`src/rtl/dcache_assoc.sv`:
```
// dcache_assoc: 2-way set-associative, write-back, write-allocate byte cache
// sitting between a CPU byte port and a block-wide memory port.
module dcache_assoc #(
  parameter int ADDR_W      = 8,
  parameter int INDEX_BITS  = 2,
  parameter int OFFSET_BITS = 2
) (
  input  logic                              clk,
  input  logic                              reset,
  input  logic                              read,
  input  logic                              write,
  input  logic [ADDR_W-1:0]                 address,
  input  logic [7:0]                        writedata,
  output logic [7:0]                        readdata,
  output logic                              busywait,
  output logic                              mem_read,
  output logic                              mem_write,
  output logic [ADDR_W-OFFSET_BITS-1:0]     mem_address,
  output logic [8*(2**OFFSET_BITS)-1:0]     mem_writedata,
  input  logic [8*(2**OFFSET_BITS)-1:0]     mem_readdata,
  input  logic                              mem_busywait
);

  localparam int SETS    = 2**INDEX_BITS;
  localparam int BLOCK_W = 8*(2**OFFSET_BITS);
  localparam int TAG_W   = ADDR_W - INDEX_BITS - OFFSET_BITS;

  if (ADDR_W <= INDEX_BITS + OFFSET_BITS) begin : g_param_check
    $error("dcache_assoc: ADDR_W must exceed INDEX_BITS+OFFSET_BITS");
  end

  typedef enum logic [1:0] {IDLE, WRITEBACK, FETCH, FILL} state_t;

  state_t state, next_state;

  // Address fields of the current CPU request
  logic [TAG_W-1:0]       tag;
  logic [INDEX_BITS-1:0]  index;
  logic [OFFSET_BITS-1:0] offset;

  assign tag    = address[ADDR_W-1 -: TAG_W];
  assign index  = address[OFFSET_BITS +: INDEX_BITS];
  assign offset = address[OFFSET_BITS-1:0];

  // Storage: data/tag arrays are never reset, status bits are
  logic [BLOCK_W-1:0]      data_arr [2][SETS];
  logic [TAG_W-1:0]        tag_arr  [2][SETS];
  logic [SETS-1:0][1:0]    valid;
  logic [SETS-1:0][1:0]    dirty;
  logic [SETS-1:0]         lru;

  // Miss context held stable from detection through FILL
  logic                    vic_way;
  logic [TAG_W-1:0]        lat_tag;
  logic [INDEX_BITS-1:0]   lat_index;
  logic [TAG_W-1:0]        vic_tag;
  logic [BLOCK_W-1:0]      fill_block;

  logic hit0, hit1, hit, hit_way;
  logic req, is_write;
  logic vic_sel, vic_dirty;
  logic [BLOCK_W-1:0] hit_block;

  assign req      = read | write;
  // A simultaneous read and write is served as a plain read
  assign is_write = write & ~read;

  assign hit0    = valid[index][0] && (tag_arr[0][index] == tag);
  assign hit1    = valid[index][1] && (tag_arr[1][index] == tag);
  assign hit     = hit0 | hit1;
  assign hit_way = hit1;

  assign hit_block = data_arr[hit_way][index];
  assign readdata  = hit_block[{offset, 3'b000} +: 8];

  // Fill an empty way first (way0 before way1), otherwise replace the LRU way
  assign vic_sel   = !valid[index][0] ? 1'b0 :
                     !valid[index][1] ? 1'b1 : lru[index];
  assign vic_dirty = valid[index][vic_sel] & dirty[index][vic_sel];

  // Next-state and memory/CPU handshake outputs
  always_comb begin
    next_state    = state;
    busywait      = 1'b0;
    mem_read      = 1'b0;
    mem_write     = 1'b0;
    mem_address   = {lat_tag, lat_index};
    mem_writedata = data_arr[vic_way][lat_index];
    case (state)
      IDLE: begin
        busywait = reset & req & ~hit;
        if (req && !hit) begin
          next_state = vic_dirty ? WRITEBACK : FETCH;
        end
      end
      WRITEBACK: begin
        mem_write   = 1'b1;
        mem_address = {vic_tag, lat_index};
        busywait    = 1'b1;
        if (!mem_busywait) begin
          next_state = FETCH;
        end
      end
      FETCH: begin
        mem_read = 1'b1;
        busywait = 1'b1;
        if (!mem_busywait) begin
          next_state = FILL;
        end
      end
      FILL: begin
        busywait   = 1'b1;
        next_state = IDLE;
      end
      default: next_state = IDLE;
    endcase
  end

  // State register, status bits and latched miss context
  always_ff @(posedge clk or negedge reset) begin
    if (!reset) begin
      state     <= IDLE;
      valid     <= '0;
      dirty     <= '0;
      lru       <= '0;
      vic_way   <= 1'b0;
      lat_tag   <= '0;
      lat_index <= '0;
      vic_tag   <= '0;
    end else begin
      state <= next_state;
      case (state)
        IDLE: begin
          if (req && hit) begin
            lru[index] <= ~hit_way;
            if (is_write) begin
              dirty[index][hit_way] <= 1'b1;
            end
          end else if (req) begin
            vic_way   <= vic_sel;
            lat_tag   <= tag;
            lat_index <= index;
            vic_tag   <= tag_arr[vic_sel][index];
          end
        end
        FILL: begin
          valid[lat_index][vic_way] <= 1'b1;
          dirty[lat_index][vic_way] <= 1'b0;
          lru[lat_index]            <= ~vic_way;
        end
        default: ;
      endcase
    end
  end

  // Data and tag array updates: write-hit byte merge, block capture and fill
  always_ff @(posedge clk) begin
    if (state == IDLE && req && hit && is_write) begin
      data_arr[hit_way][index][{offset, 3'b000} +: 8] <= writedata;
    end
    if (state == FETCH && !mem_busywait) begin
      fill_block <= mem_readdata;
    end
    if (state == FILL) begin
      data_arr[vic_way][lat_index] <= fill_block;
      tag_arr[vic_way][lat_index]  <= lat_tag;
    end
  end

endmodule

```
`config.mk`:
```
export PLATFORM = sky130hd
export DESIGN_NAME = dcache_assoc
export DESIGN_NICKNAME = d
export VERILOG_FILES = /design/src/rtl/dcache_assoc.sv
export SDC_FILE = /design/constraint.sdc
export NUM_CORES = 1
export LEC_CHECK = 0
export CORE_ASPECT_RATIO = 0.8
export CORE_MARGIN = 2
export CORE_UTILIZATION = 55
export DETAILED_ROUTE_END_ITERATION = 8
export PLACE_DENSITY = 0.75
export SLEW_MARGIN = 10
export SYNTH_ARGS = -nofsm -noshare
export SYNTH_HDL_FRONTEND = slang
export SYNTH_SLANG_ARGS = --single-unit
```
`constraint.sdc`:
```
create_clock -name clk -period 11.5 [get_ports clk]
set_input_delay 3.45 -clock clk [delete_from_list [all_inputs] [get_ports clk]]
set_output_delay 3.45 -clock clk [all_outputs]
set_load 0.1 [all_outputs]
```
After elaboration in Yosys (flattened, before gate mapping) --
Memories as Yosys holds them, arrays and structs flattened. Index checks and enable logic that the tools add are counted.
Word-level totals: register bits after elaboration 65, latch bits 0, RAM bits 288, bits in read-only memories 0, bits of input ports 53, output and inout bits 49, logic and storage cells 154, memories kept 2
Operators by class: add/subtract/negate cells 1, multipliers 0, div/mod/pow operators 0, magnitude comparators 13, eq/ne operators 10, shift-type cells 3, mux-type cells 69, bitwise gates (word level) 17, reduce and logical (&&, ||, !) cells 24
Memories:
- data_arr | words 2, bits a word 128, rd ports 2, clocked after Yosys merged registers in 0, write ports 1, RTL line 46 | logic [BLOCK_W-1:0] data_arr [2][SETS];
- tag_arr | words 2, bits a word 16, rd ports 3, clocked after Yosys merged registers in 0, write ports 1, RTL line 47 | logic [TAG_W-1:0] tag_arr [2][SETS];
Operators with widths (count):
- $mux 128 | 4
- $mux 32 | 6
- $bmux 32 s2 | 2
- $demux 32 s2 | 2
- $reduce_or 128->1 | 1
- $mux 4 | 8
- $shift 8x7->32 const A | 1
- $shiftx 32x6->8 | 1
- $shiftx 8x7->32 | 1
- $bmux 4 s2 | 3
- $mux 1 | 16
- $mux 16 | 1
- $mux 2 | 8
- $mux 8 | 2
- $or 8x8->8 | 2
- $pmux 8 s2 | 1
- $logic_and 1x1->1 | 14
- $ne 2x2->1 const B | 5
- $reduce_and 3->1 | 3
- $and 8x8->8 | 1
- $bmux 2 s2 | 2
- $bwmux 4 | 2
- $demux 2 s2 | 2
- $demux 4 s2 | 1
- other kinds (27) | 48

Logic depth before layout (Yosys ltp) --
depth after elaboration 16, mapped depth 10, mapped depth without buffers 6

Least setup slack after synthesis --
No wires, ideal clock.
path type input -> output, start input port address[2], end output port readdata[0], arrival 7.381 ns, required time 8.050 ns, setup slack 0.669 ns, stages on the path 9, path buffers 3, cells stage by stage buf_6 > mux4_2 > xnor2_1 > and3_1 > buf_2 > nand2_1 > clkbuf_1 > a211oi_1 > o32ai_1
On the way: cells in the longest elaborated chain, start to end 11, elaborated cells on any way between the ends 13, classes of those cells 1 x eq/ne; 1 x shift; 8 x mux; 1 x bitwise; 1 x reduce/logical; 1 x memory
Ends and longest elaborated chain:
- start: declaration | RTL line 12 | input logic [ADDR_W-1:0] address,
- $not 2->3 (not written as such) | RTL line 69, 73
- $bmux 4 s2 | RTL line 69 | assign hit1 = valid[index][1] && (tag_arr[1][index] == tag);
- $mux 4 (not written as such) (2 in a row) | RTL line 69
- $eq 4x4->1 | RTL line 69
- $logic_and 1x1->1 | RTL line 69
- $mem_v2 2x128
- $bmux 32 s2 * | RTL line 73 | assign hit_block = data_arr[hit_way][index];
- $mux 32 (not written as such) * (2 in a row) | RTL line 73
- $shiftx 32x6->8 * | RTL line 74 | assign readdata = hit_block[{offset, 3'b000} +: 8];
- end: declaration | RTL line 14 | output logic [7:0] readdata,
Mark *: on every way between the ends. The rest lies on a longest branch, timed or not. The select of a mux whose other input is x is not followed.

Worst setup path after layout --
start input port address[2], end output port readdata[1]
Same word-level chain as after synthesis.

==> impl_metrics.py <==
metrics = {
    "placement": {
        "dpl.cell_count": 1407,
        "dpl_cell_area_mm2": 0.0180,
        "buffer_ports.inserted": 101,
        "dpl_worst_slack_ps": 891,
        "place_congestion": 0.880,
        "dpl.hpwl_mm": 28.0,
    },
    "timing": {
        "tightestPinTransition_ps": 1200,
        "rsz0062_at_grt": "no",
        "finalMaxSlewViolations": 0,
        "worst_slack_ps": 810,
        "layout_worst_path_cycle_share_pct": 93.0,
        "fmax_mhz": 93.5,
        "setup-tns-final_ps": 0,
        "finalHoldViolCount": 0,
        "timing.final.crit_period_ps": 10690,
        "fin_skew_ps": 14.3,
        "timing.max_slew.rel_slack_pct": 19.4,
        "setup_viol_count_final": 0,
    },
    "die": {
        "rows": 56,
        "fp.coreArea_mm2": 0.0295,
        "die_y_um": 159,
        "chipWidth_um": 198,
        "floorplan.die_area_mm2": 0.0316,
        "i_o_pin_cnt": 102,
        "initial_core_util_pct": 56.3,
    },
    "global_routing": {
        "grt_antenna_before_repair": 0,
        "track_usage_pct": 27.7,
        "maximum_number_of_pins_on_one_net_before_global_route_repair": 51,
        "wire_length_of_the_first_global_routing_pass_mm": 64.0,
        "globalRouteOverflowTotal": 0,
        "grt_pass1_vias": 9794,
    },
    "final_layout": {
        "num-nets-final": 1102,
        "diodes": 0,
        "stdcell_area_mm2": 0.0191,
        "finalCoreUtilization_pct": 64.9,
        "fill_cells": 1997,
        "final_cells": 1471,
        "final_layout_size_suffix_gt1_share_pct": 25.1,
        "area_growth_syn_to_layout_pct": 15.3,
    },
    "clocking": {
        "htreeDepth": 2,
        "cts_made_buffers": 36,
        "tritoncts": "done",
        "postCtsResizedCells": 0,
        "post_cts_setup_buffers": 0,
        "root_buffer": "sky130_fd_sc_hd__clkbuf_16",
        "clk_pin_slew_worst_paths_ps": 60,
        "max-clock-path-buffers": 3,
        "clock_insertion_delay_worst_skew_ps": 540,
        "clkSinkCount": 353,
        "cts_hold_buf": 0,
    },
    "power": {
        "power.static_leakage_nw": 6.40,
        "share_seq_of_total_power_pct": 34.8,
        "p_switching_mw": 2.19,
        "power.share.combinational_pct": 43.5,
        "cell_internal_pwr_mw": 3.03,
        "power-per-cell-area_mw_per_mm2": 273,
        "swShare_pct": 41.9,
        "highest_ir_drop_seen_on_vdd_v": 0.000255,
        "power_frac_clock_pct": 21.8,
    },
    "synthesis": {
        "synth.ff_latch_count": 353,
        "postSynth.asyncResetShare_pct": 9.35,
        "yosys_most_used_dff": "sky130_fd_sc_hd__edfxtp_1",
        "ys_types": 54,
        "yosysSeqAreaShare_pct": 62.9,
        "syn_avg_cell_area_um2": 17.4,
        "nets_in_the_synthesized_netlist": 1018,
        "synthesized_cell_area_mm2": 0.0166,
        "syn_inst": 955,
        "yosysWarningCount": 0,
        "synth_edf_count": 320,
    },
    "route": {
        "wl_per_cell_um": 28.9,
        "initial_drt_markers": 1162,
        "top_layer": "met4",
        "met3_length_mm": 4.84,
        "met2RoutedLength_mm": 19.4,
        "total_number_of_vias": 9932,
        "aggregate_routed_wire_length_mm": 42.6,
        "detailed_routing_wirelength_on_met1_mm": 17.2,
        "ant_nets": 0,
        "drt_drc_violations_left": 0,
        "drt_pass1_iterations": 5,
        "avgViaCountPerCell": 6.75,
    },
    "min_path": {
        "worst_hold_startpoint": "valid[4]$_DFFE_PN0P_",
        "class_of_the_tightest_hold_or_removal_check": "flop to flop",
        "hold_end": "valid[4]$_DFFE_PN0P_",
        "min_delay_path_depth": 1,
    },
    "setup_path": {
        "worst-endpoint-arrival_ps": 7240,
        "worst_r2r_endpoint": "data_arr[1][110]$_DFFE_PP_",
        "endpoint_kind": "output pin",
        "critPathLaunchType": "input port",
        "worst-endpoint-required_ps": 8050,
        "reg2reg_depth": 6,
        "timing.critical_path.fanout_max": 27,
        "r2r_start": "tag_arr[1][0]$_DFFE_PP_",
        "critical_path_class": "input port to output pin",
        "r2r_slack_ps": 6790,
        "worst_setup_path_startpoint": "address[2]",
    },
    "job": {
        "drv.max_cap_violation_count": 0,
    },
    "run_status": {
        "status": "complete, no violations",
    },
}
[flip-flops by register name, summed over array words and instances (netlist names)]
| register | cells |
|---|---|
| valid | 8 |
| state | 2 |
| data_arr | 256 |
| tag_arr | 32 |
| lat_tag | 4 |
| vic_tag | 4 |
| fill_block | 32 |
| vic_way | 1 |
| lat_index | 2 |
| dirty | 8 |
| lru | 4 |
[cell usage in the layout, fill, tap and decap left out, types with 7 or more instances in the layout]
| cell type | n |
|---|---|
| sky130_fd_sc_hd__a211oi_1 | 16 |
| sky130_fd_sc_hd__a21o_1 | 9 |
| sky130_fd_sc_hd__a21oi_1 | 15 |
| sky130_fd_sc_hd__a22o_1 | 32 |
| sky130_fd_sc_hd__a31oi_1 | 16 |
| sky130_fd_sc_hd__and3_1 | 23 |
| sky130_fd_sc_hd__buf_12 | 8 |
| sky130_fd_sc_hd__buf_4 | 16 |
| sky130_fd_sc_hd__clkbuf_1 | 8 |
| sky130_fd_sc_hd__clkbuf_16 | 37 |
| sky130_fd_sc_hd__clkdlybuf4s50_1 | 90 |
| sky130_fd_sc_hd__clkinv_1 | 8 |
| sky130_fd_sc_hd__dfrtp_1 | 30 |
| sky130_fd_sc_hd__edfxtp_1 | 320 |
| sky130_fd_sc_hd__ha_1 | 9 |
| sky130_fd_sc_hd__inv_1 | 8 |
| sky130_fd_sc_hd__mux2_2 | 39 |
| sky130_fd_sc_hd__mux2i_1 | 7 |
| sky130_fd_sc_hd__mux4_2 | 140 |
| sky130_fd_sc_hd__nand2_1 | 43 |
| sky130_fd_sc_hd__nand4_1 | 8 |
| sky130_fd_sc_hd__nor2_1 | 57 |
| sky130_fd_sc_hd__o21ai_0 | 16 |
| sky130_fd_sc_hd__o32ai_1 | 8 |
| sky130_fd_sc_hd__or3_1 | 10 |
| sky130_fd_sc_hd__or4_1 | 9 |
| sky130_fd_sc_hd__xnor2_1 | 7 |
[metrics by stage]
step	hold slack [ps]	total power [mW]
after floorplan	434	3.51
final	467	5.22
after detailed placement	447	4.10
after global placement	449	4.08
after CTS	462	5.24
after global routing	486	5.39
[Yosys cell counts (9+ instances only)]
master	count	area (µm²)
sky130_fd_sc_hd__or4_1	9	67.6
sky130_fd_sc_hd__o21ai_0	16	80.1
sky130_fd_sc_hd__buf_2	19	95.1
sky130_fd_sc_hd__a21o_1	9	67.6
sky130_fd_sc_hd__buf_1	11	41.3
sky130_fd_sc_hd__or3_1	10	62.6
sky130_fd_sc_hd__mux2_2	39	439
sky130_fd_sc_hd__dfrtp_1	33	826
sky130_fd_sc_hd__a21oi_1	15	75.1
sky130_fd_sc_hd__nor2_1	57	214
sky130_fd_sc_hd__a22o_1	32	280
sky130_fd_sc_hd__mux4_2	140	3150
sky130_fd_sc_hd__a31oi_1	16	100
sky130_fd_sc_hd__ha_1	10	125
sky130_fd_sc_hd__and3_1	23	144
sky130_fd_sc_hd__clkbuf_1	32	120
sky130_fd_sc_hd__nand2_1	43	161
sky130_fd_sc_hd__a211oi_1	16	120
sky130_fd_sc_hd__edfxtp_1	320	9610
[worst max-delay path, stage by stage]
cell and delay [ps]:
sky130_fd_sc_hd__buf_4 360, sky130_fd_sc_hd__buf_4 550, sky130_fd_sc_hd__mux2_2 440, sky130_fd_sc_hd__nor2_1 730, sky130_fd_sc_hd__nand2_1 720, sky130_fd_sc_hd__a211oi_1 460, sky130_fd_sc_hd__o32ai_1 240, sky130_fd_sc_hd__buf_12 260
[area by class of cell]
class,count,area (µm²),share of cell area [%]
inverters,9,33.8,0.177
multi-input cells,525,5830,30.5
flip-flops and latches,353,10400,54.6
clock buffers,45,956,5.00
clock inverters,19,175,0.916
well taps,406,508,2.66
repair buffers,114,1180,6.17
[power groups by stage]
stage | clock network [mW] | logic, mW | registers, mW
detailed placement | 0 | 2.26 | 1.84
CTS | 1.15 | 2.27 | 1.81
global placement | 0 | 2.24 | 1.83
finish | 1.14 | 2.27 | 1.82
global route | 1.19 | 2.36 | 1.84
floorplan | 0 | 1.75 | 1.76
[layer usage]
layer	track usage, %	up-vias
met1	40.8	5113
met5	0	-
met3	7.94	83
met2	40.8	606
met4	7.93	0
li1	-	4130
[worst max path at each step]
stage | end | slack (ps) | cells past startpoint
2_1_floorplan | readdata[0] | 670 | 9
3_3_place_gp | readdata[1] | 1090 | 8
3_5_place_dp | readdata[1] | 890 | 8
4_1_cts | readdata[1] | 860 | 8
5_1_grt | readdata[1] | 540 | 8
6_report | readdata[1] | 810 | 8
[logic make-up after synthesis]
| kind of cell | synth area share, % |
|---|---|
| compound gates | 5.89 |
| xor+xnor | 0.422 |
| fa+ha+maj | 0.754 |
| buf+inv | 2.09 |
| flops | 62.9 |
| mux | 22.3 |
| simple gates | 5.65 |
(Power assumes the default switching activity.)
